## src/rtl/rotation_undo.sv

```systemverilog
// ---------------------------------------------------------------------------
// rotation_undo
//
// Iterative inverse of a STAGES-deep chain of conditional add/subtract
// rotation stages. A job carries the forward chain output (Din), the chain's
// stage-0 delta (Base) and the per-stage execute/direction decisions taken by
// the forward stages. The block replays those decisions from the last stage
// down to stage 0, one stage per clock, and presents the recovered chain
// input on Dout.
//
// Ports
//   clock      in   rising-edge clock
//   rst_n      in   asynchronous active-low reset
//   in_valid   in   a job is offered on Din/Base/exec_rott/direction
//   in_ready   out  the block can accept a job
//   Din        in   forward-chain output to undo (signed)
//   Base       in   stage-0 delta (signed); stage k used Base >>> k
//   exec_rott  in   bit k = 1: forward stage k applied its delta
//   direction  in   bit k = 0: forward stage k added; 1: it subtracted
//   out_valid  out  Dout holds a finished result
//   out_ready  in   consumer takes the result
//   Dout       out  recovered chain input (signed)
//   busy       out  job in progress or result waiting
//
// All outputs come straight from flops; nothing combinational reaches them
// from the inputs.
// ---------------------------------------------------------------------------
module rotation_undo #(
  parameter int DSIZE  = 16,
  parameter int STAGES = 8
) (
  input  logic                    clock,
  input  logic                    rst_n,
  input  logic                    in_valid,
  output logic                    in_ready,
  input  logic signed [DSIZE-1:0] Din,
  input  logic signed [DSIZE-1:0] Base,
  input  logic [STAGES-1:0]       exec_rott,
  input  logic [STAGES-1:0]       direction,
  output logic                    out_valid,
  input  logic                    out_ready,
  output logic signed [DSIZE-1:0] Dout,
  output logic                    busy
);

  // Stage counter width: $clog2(STAGES), but never narrower than one bit.
  localparam int KW = (STAGES > 1) ? $clog2(STAGES) : 1;
  // The step table is padded to a power of two so that every counter value
  // indexes a defined entry even when STAGES is not a power of two.
  localparam int NTAB = 1 << KW;
  localparam logic [KW-1:0] K_LAST = KW'(STAGES - 1);

  typedef enum logic [1:0] {
    S_IDLE = 2'd0,
    S_RUN  = 2'd1,
    S_DONE = 2'd2
  } state_t;

  // ------------------------------------------------------------------------
  // State and datapath registers
  // ------------------------------------------------------------------------
  state_t                    r_state;
  logic signed [DSIZE-1:0]   r_acc;
  logic signed [DSIZE-1:0]   r_base;
  logic [STAGES-1:0]         r_ex;
  logic [STAGES-1:0]         r_dr;
  logic [KW-1:0]             r_k;
  logic                      r_in_ready;
  logic                      r_out_valid;
  logic signed [DSIZE-1:0]   r_dout;
  logic                      r_busy;

  // Next-state values produced by the combinational processes.
  state_t                    w_state_next;
  logic signed [DSIZE-1:0]   w_acc_next;
  logic signed [DSIZE-1:0]   w_base_next;
  logic [STAGES-1:0]         w_ex_next;
  logic [STAGES-1:0]         w_dr_next;
  logic [KW-1:0]             w_k_next;
  logic                      w_in_ready_next;
  logic                      w_out_valid_next;
  logic signed [DSIZE-1:0]   w_dout_next;
  logic                      w_busy_next;

  logic                      w_accept;
  logic                      w_last_stage;
  logic signed [DSIZE-1:0]   w_step_tab [NTAB];
  logic signed [DSIZE-1:0]   w_step;
  logic signed [DSIZE-1:0]   w_acc_upd;

  // A job is taken only from IDLE, and only once in_ready is already high,
  // so the cycle right after reset release can never accept.
  assign w_accept     = (r_state == S_IDLE) && in_valid && r_in_ready;
  assign w_last_stage = (r_k == '0);

  // ------------------------------------------------------------------------
  // Per-stage correction term. Undoing a forward add means subtracting the
  // stage delta and vice versa, so each entry already carries the inverse
  // sign. Skipped stages contribute zero. Adding the negated delta is
  // identical to subtracting it modulo 2^DSIZE, so wrapped forward results
  // invert exactly.
  // ------------------------------------------------------------------------
  for (genvar gi = 0; gi < NTAB; gi++) begin : g_step
    if (gi < STAGES) begin : g_live
      logic signed [DSIZE-1:0] w_delta;
      assign w_delta = r_base >>> gi;
      assign w_step_tab[gi] = !r_ex[gi] ? '0 :
                              (r_dr[gi] ? w_delta : -w_delta);
    end else begin : g_pad
      assign w_step_tab[gi] = '0;
    end
  end

  assign w_step    = w_step_tab[r_k];
  assign w_acc_upd = r_acc + w_step;

  // ------------------------------------------------------------------------
  // Process 1: state and datapath registers
  // ------------------------------------------------------------------------
  always_ff @(posedge clock or negedge rst_n) begin
    if (!rst_n) begin
      r_state     <= S_IDLE;
      r_acc       <= '0;
      r_base      <= '0;
      r_ex        <= '0;
      r_dr        <= '0;
      r_k         <= '0;
      r_in_ready  <= 1'b0;
      r_out_valid <= 1'b0;
      r_dout      <= '0;
      r_busy      <= 1'b0;
    end else begin
      r_state     <= w_state_next;
      r_acc       <= w_acc_next;
      r_base      <= w_base_next;
      r_ex        <= w_ex_next;
      r_dr        <= w_dr_next;
      r_k         <= w_k_next;
      r_in_ready  <= w_in_ready_next;
      r_out_valid <= w_out_valid_next;
      r_dout      <= w_dout_next;
      r_busy      <= w_busy_next;
    end
  end

  // ------------------------------------------------------------------------
  // Process 2: next-state logic
  // ------------------------------------------------------------------------
  always_comb begin
    w_state_next = r_state;
    unique case (r_state)
      S_IDLE: if (w_accept)     w_state_next = S_RUN;
      S_RUN:  if (w_last_stage) w_state_next = S_DONE;
      S_DONE: if (out_ready)    w_state_next = S_IDLE;
      default:                  w_state_next = S_IDLE;
    endcase
  end

  // ------------------------------------------------------------------------
  // Process 3: next values of the datapath and registered outputs
  // ------------------------------------------------------------------------
  always_comb begin
    w_acc_next       = r_acc;
    w_base_next      = r_base;
    w_ex_next        = r_ex;
    w_dr_next        = r_dr;
    w_k_next         = r_k;
    w_in_ready_next  = r_in_ready;
    w_out_valid_next = r_out_valid;
    w_dout_next      = r_dout;

    unique case (r_state)
      S_IDLE: begin
        if (w_accept) begin
          w_acc_next      = Din;
          w_base_next     = Base;
          w_ex_next       = exec_rott;
          w_dr_next       = direction;
          w_k_next        = K_LAST;
          w_in_ready_next = 1'b0;
        end else begin
          // Raises in_ready on the first edge after reset release.
          w_in_ready_next = 1'b1;
        end
      end

      S_RUN: begin
        w_acc_next = w_acc_upd;
        if (w_last_stage) begin
          w_out_valid_next = 1'b1;
          w_dout_next      = w_acc_upd;
        end else begin
          w_k_next = r_k - KW'(1);
        end
      end

      S_DONE: begin
        // Dout is left untouched; it keeps the last result until the next
        // job completes.
        if (out_ready) begin
          w_out_valid_next = 1'b0;
          w_in_ready_next  = 1'b1;
        end
      end

      default: begin
        w_out_valid_next = 1'b0;
        w_in_ready_next  = 1'b0;
      end
    endcase
  end

  // busy tracks the state register itself, so it is computed from the next
  // state to stay aligned with it.
  assign w_busy_next = (w_state_next != S_IDLE);

  assign in_ready  = r_in_ready;
  assign out_valid = r_out_valid;
  assign Dout      = r_dout;
  assign busy      = r_busy;

endmodule

```

## config.mk

```make
export PLATFORM = sky130hd
export DESIGN_NAME = rotation_undo
export DESIGN_NICKNAME = d
export VERILOG_FILES = /design/src/rtl/rotation_undo.sv
export SDC_FILE = /design/constraint.sdc
export NUM_CORES = 1
export LEC_CHECK = 0
export ABC_CLOCK_PERIOD_IN_PS = 4770
export CELL_PAD_IN_SITES_DETAIL_PLACEMENT = 2
export CELL_PAD_IN_SITES_GLOBAL_PLACEMENT = 2
export CORE_MARGIN = 4
export CORE_UTILIZATION = 34
export DETAILED_ROUTE_END_ITERATION = 16
export GPL_TIMING_DRIVEN = 0
export PLACE_DENSITY = 0.77
export SYNTH_ARGS = -nofsm -noshare
export SYNTH_HDL_FRONTEND = slang
export SYNTH_SLANG_ARGS = --single-unit
export TNS_END_PERCENT = 50
```

## constraint.sdc

```tcl
create_clock -name clock -period 4.77 [get_ports clock]
set_input_delay 0.7155 -clock clock [delete_from_list [all_inputs] [get_ports clock]]
set_output_delay 0.7155 -clock clock [all_outputs]
set_load 0.02 [all_outputs]
```

==> run_results.csv, run 1 <==
group,metric,value,unit
critical_path,cp.arrival,4.82,ns
die,row_count,49,
sta,tightest_slew,1.30,ns
sta,slew_headroom,0.133,
run,max_cap_viol_count,0,
placement,port_buffers,70,
clock_tree,clk_pin_slew,0.07,ns
synthesis,ys_warn_count,0,
detailed_routing,drt-initial-drc-count,430,
min_path,hp-class,"in -> async",
placement,hpwl,22200,um
layout,finalCoreUtilization,0.430,
clock_tree,cts_sinks,72,
sta,fmax,220,MHz
detailed_routing,detail-route-antenna-nets,0,
synthesis,yosysMostFrequentCell,"nand2_1",
sta,period_minus_slack,4.54,ns
critical_path,crit_type,"reg -> reg",
sta,maxSlewViolCount,0,
clock_tree,htreeDepth,3,
sta,hold_viol,0,
synthesis,synth_top_area_share,0.284,
die,fp.coreArea,0.0181,sq mm
synthesis,syn_area,0.00633,sq mm
run_status,status,"completed",
synthesis,synth_area_leader_cell,"dfrtp_1",
placement,gp_congestion,1.01,
synthesis,synthesis.nets,884,
layout,final_area,0.00780,sq mm
sta,fin_crit_sh,0.953,
synthesis,synth_seq_cells,72,
critical_path,end_kind,"register",
sta,whs,0.282,ns
detailed_routing,dr.pass1.iters,6,
die,dieWidth,145,um
synthesis,synthTopCellsByCount,"nand2_1, xnor2_1, o21ai_0, dfrtp_1, a21oi_1",
synthesis,yosys-top-cells-area,"dfrtp_1, xnor2_1, nand2_1",
critical_path,required,5.04,ns
sta,final-setup-viol-count,0,
clock_tree,root_buffer,"clkbuf_16",
die,die_height,145,um
global_route,grt_pass1_wl,43500,um
synthesis,syn_area_per_cell,7.90,sq um
clock_tree,cts_hold_buffers,0,
critical_path,reg2reg_depth,17,
global_route,grt_max_degree,47,
die,fp.dieArea,0.0209,sq mm
critical_path,crit_path_start_kind,"register",
detailed_routing,detail_route.drc_violations,0,
layout,finalNetCount,967,
sta,finalClockSkew,0.00987,ns
synthesis,ys_seq_area_frac,0.284,
detailed_routing,vias,6741,
detailed_routing,wl,28400,um
critical_path,cp_max_fo,9,
synthesis,synth.distinct_cells,61,
layout,drive_gt1_frac,0.0900,
synthesis,synth_ff_type,"dfrtp_1",
detailed_routing,wl_per_cell,25.3,um
clock_tree,cts_tree,"built",
synthesis,netlist_instances,802,
global_route,grt_pass1_vias,7375,
detailed_routing,routed_via_density,6.02,
die,io_pins,71,
die,start_util,0.349,
critical_path,setup.reg_to_reg.worst_slack,0.23,ns
global_route,grt-ovfl-total,0,
synthesis,ys_async_sr_fraction,1.00,
clock_tree,cts.path.max_buffers,2,
global_route,track_usage,0.275,
layout,fillers,2025,
sta,setup-tns-final,0,ns
synthesis,synth-edff-count,0,
layout,synthToLayoutAreaGrowth,23.1,%
placement,placed_area,0.00735,sq mm
clock_tree,clk_latency,0.36,ns
clock_tree,cts_buffers,9,
global_route,antenna_found_initial,0,
## metal layers
layer / global-route usage / vias up / share of wire
met3: 0.0509 / 60 / 0.054
li1: - / 3031 / -
met5: 0 / - / 0
met2: 0.453 / 226 / 0.47
met4: 0.0928 / 0 / 0.031
met1: 0.363 / 3424 / 0.45
## worst paths after layout
path | to | start
worst min-delay path | r_acc[4] | rst_n
worst min register to register | Dout[10] | Dout[10]
worst max register to register | r_acc[15] | g_step[0].g_live.w_delta[4]
worst max-delay path | r_acc[15] | g_step[0].g_live.w_delta[4]
min in group clock | Dout[10] | Dout[10]
max in group asynchronous | r_ex[0] | rst_n
## worst max-delay path, stage by stage (launching register included)
cell and delay (ns):
dfrtp_1 0.60, inv_2 0.19, ha_4 0.27, and4bb_2 0.32
and2_1 0.18, buf_2 0.18, a21oi_1 0.19, xnor2_1 0.14
o22ai_1 0.10, o21ai_0 0.33, o22ai_1 0.16, ha_1 0.44
nand3_1 0.15, or3_1 0.43, nor2_1 0.11, o21ai_1 0.12
xnor3_1 0.39, o211ai_2 0.16
## sequential cells by signal, summed over array words and instances, names as in the netlist
name and flops:
in_ready 1, r_k 3, busy 1, r_ex 8, r_dr 8, r_acc 16, out_valid 1, r_state 2
Dout 16, g_step.g_live.w_delta 16
## final cells by class
type	instances	area [sq um]	share of cell area
multi-input combinational	643	4270	0.547
sequential	72	1810	0.231
timing repair buffer	79	786	0.101
tap	229	287	0.0367
buffer	65	284	0.0364
clock buffer	9	225	0.0289
clock inverter	6	70.1	0.00898
inverter	15	67.6	0.00866
antenna	2	5.00	0.000642
## timing repair
action,in CTS,in global routing
setup buffers,0,8
endpoints found under the hold margin,0,0
setup endpoints to repair,14,12
pin swaps,0,1
cloned,0,0
resized for setup,16,22
## placed cells by master, fill, tap and decap left out, types with 5 or more instances in the layout
cell type	synthesis	final
a21oi_1	64	64
a22oi_1	13	13
a31oi_1	15	15
a41oi_1	7	6
and2_1	8	8
buf_2	8	9
buf_4	2	11
clkbuf_1	55	43
clkbuf_16	0	9
clkbuf_2	1	5
clkdlybuf4s50_1	0	69
clkinvlp_4	0	6
dfrtp_1	72	69
ha_1	29	26
inv_1	13	8
mux2i_1	10	10
nand2_1	123	123
nand3_1	13	13
nor2_1	51	50
nor2b_1	9	8
nor3_1	6	5
o21ai_0	76	75
o21ai_1	5	6
o221ai_1	26	26
o22ai_1	22	22
xnor2_1	86	86
xor2_1	10	10
## logic make-up after synthesis
family,after synthesis,share of synthesized area
AO/OA/AOI/OAI,261,0.257
XOR/XNOR,97,0.136
adder cells (fa/ha/maj),30,0.0604
buffers and inverters,87,0.0569
flip-flops,72,0.284
multiplexers,14,0.0265
AND/OR/NAND/NOR,241,0.179
## per-stage QoR
stage / worst slack, ns / cells
after CTS: 0.00807 / 1111
after global routing: -0.0165 / 1118
final: 0.225 / 1120
after detailed placement: -0.551 / 1102
after floorplan: 0.783 / 802
after global placement: -0.356 / 1101
Power of run 1 is left out: the tool's default activity adds up to more than one toggle a clock period on the data nets, which glitch-free logic cannot reach.
==> run 2: changes to the inputs <==
Settings changed: CORE_MARGIN 4 to 2, CORE_UTILIZATION 34 to 28, PLACE_DENSITY 0.77 to 0.65.
==> run 2 against run 1 <==
  * Register-to-register slack is essentially flat
  * Global-route usage shrank 1.9 points
  * Clock-buffer cell count is the same
  * Wire length grew 7.5%
  * Die area grew 14%
  * Final area grew 1.2%
  * Core utilization shrank 7.8 points
  * Flip-flop and latch count is the same
==> run_results.csv, run 2 (synthesis gave the netlist of run 1 again) <==
group,metric,value,unit
detailed_routing,vias,6771,
placement,gp_congestion,0.957,
critical_path,reg2reg_depth,18,
global_route,track_usage,0.256,
clock_tree,cts.path.max_buffers,2,
sta,slew_headroom,0.369,
clock_tree,root_buffer,"clkbuf_16",
global_route,met2_usage,0.437,
die,fp.dieArea,0.0238,sq mm
clock_tree,clk_latency,0.36,ns
layout,final_area,0.00789,sq mm
detailed_routing,dr.pass1.iters,5,
detailed_routing,detail-route-antenna-nets,0,
layout,final_cell_mix,"nand2_1, xnor2_1, o21ai_0",
run,max_cap_viol_count,0,
critical_path,crit_path_start_kind,"register",
clock_tree,cts_buffers,9,
global_route,grt_pass1_vias,7312,
clock_tree,cts_tree,"built",
global_route,grt_max_degree,44,
global_route,busiest_layer,"met2",
sta,tightest_slew,0.947,ns
sta,final-setup-viol-count,0,
die,start_util,0.282,
sta,maxSlewViolCount,0,
detailed_routing,wl_per_cell,26.0,um
clock_tree,cts_sinks,72,
layout,diodes,0,
clock_tree,htreeDepth,3,
placement,placed_area,0.00742,sq mm
detailed_routing,detail_route.drc_violations,0,
critical_path,cp.arrival,4.81,ns
layout,drive_gt1_frac,0.0946,
layout,seqCellArea,0.00181,sq mm
detailed_routing,drt-initial-drc-count,431,
die,fp.coreArea,0.0224,sq mm
critical_path,end_kind,"register",
critical_path,cp_max_fo,8,
layout,finalNetCount,966,
placement,placed_cells,1158,
global_route,grt_pass1_wl,46000,um
detailed_routing,wl,30500,um
die,row_count,55,
die,io_pins,71,
sta,hold_viol,0,
critical_path,endpoint,"r_acc[14]",
sta,fmax,220,MHz
layout,synthToLayoutAreaGrowth,24.6,%
run_status,status,"completed",
sta,period_minus_slack,4.55,ns
critical_path,r2r-start,"g_step[0].g_live.w_delta[6]",
min_path,hp-class,"in -> async",
sta,finalClockSkew,0.0139,ns
critical_path,crit_start,"g_step[0].g_live.w_delta[6]",
sta,layout_setup_ws,0.219,ns
global_route,antenna_found_initial,2,
layout,multi_input_area,0.00429,sq mm
critical_path,setup.reg_to_reg.worst_slack,0.22,ns
die,dieWidth,154,um
critical_path,r2r_end,"r_acc[14]",
placement,hpwl,23200,um
clock_tree,cts_hold_buffers,0,
detailed_routing,routed_via_density,5.77,
placement,port_buffers,70,
sta,fin_crit_sh,0.954,
clock_tree,clk_pin_slew,0.07,ns
critical_path,crit_type,"reg -> reg",
layout,stdcell_count,1173,
die,die_height,154,um
global_route,grt_util_met1,0.325,
layout,mostFrequentLayoutCell,"nand2_1",
placement,place_ws,-0.870,ns
global_route,met3_usage,0.0401,
layout,fillers,2568,
critical_path,required,5.03,ns
global_route,grt-ovfl-total,0,
sta,whs,0.289,ns
## run 2: layout make-up
class / instances / share of cell area
multi-input cells: 643 / 0.544
flip-flops and latches: 72 / 0.229
repair buffers: 78 / 0.0986
well taps: 285 / 0.0452
plain buffers: 65 / 0.0368
clock buffers: 9 / 0.0285
clock inverters: 6 / 0.00888
inverters: 15 / 0.00872
## run 2: worst min-delay path by stage
| stage | start | endpoint | slack, ns | cells after the start |
|---|---|---|---|---|
| 6_report | rst_n | Dout[6] | 0.29 | 1 |
| 5_1_grt | rst_n | Dout[6] | 0.32 | 1 |
| 4_1_cts | rst_n | Dout[6] | 0.31 | 1 |
| 3_5_place_dp | out_valid | out_valid | 0.47 | 2 |
| 3_3_place_gp | out_valid | out_valid | 0.46 | 2 |
| 2_1_floorplan | rst_n | Dout[0] | 0.42 | 0 |
## run 2: metal layers
layer,up-vias,share of wire
met5,-,0.00085
met4,4,0.035
met3,62,0.045
met2,195,0.48
met1,3487,0.44
li1,3023,-
## run 2: what timing repair did
| action | CTS | global route |
|---|---|---|
| setup buffers | 3 | 4 |
| gates resized for setup | 25 | 26 |
| pin swaps | 0 | 5 |
| endpoints found under the setup margin | 19 | 10 |
## run 2: per-stage QoR
stage	setup TNS, ns	utilization
global placement	-7.45	0.330
floorplan	0	-
CTS	0	0.347
global route	-0.000959	0.352
finish	0	0.352
detailed placement	-8.45	0.331
## run 2: worst max-delay path, cell delays in order, from the launching register on
cell and delay, ns:
dfrtp_4 0.55, clkinvlp_4 0.20, buf_4 0.17, buf_4 0.17
ha_1 0.20, clkbuf_2 0.22, nor2_1 0.20, xnor2_1 0.14
o221ai_1 0.27, nand3_1 0.20, o21ai_0 0.13, ha_1 0.39
a21o_1 0.20, a21oi_1 0.31, o21ai_1 0.17, a41oi_2 0.32
a211oi_1 0.15, o21a_1 0.21, o31ai_1 0.25
Power of run 2 is left out for the same reason.
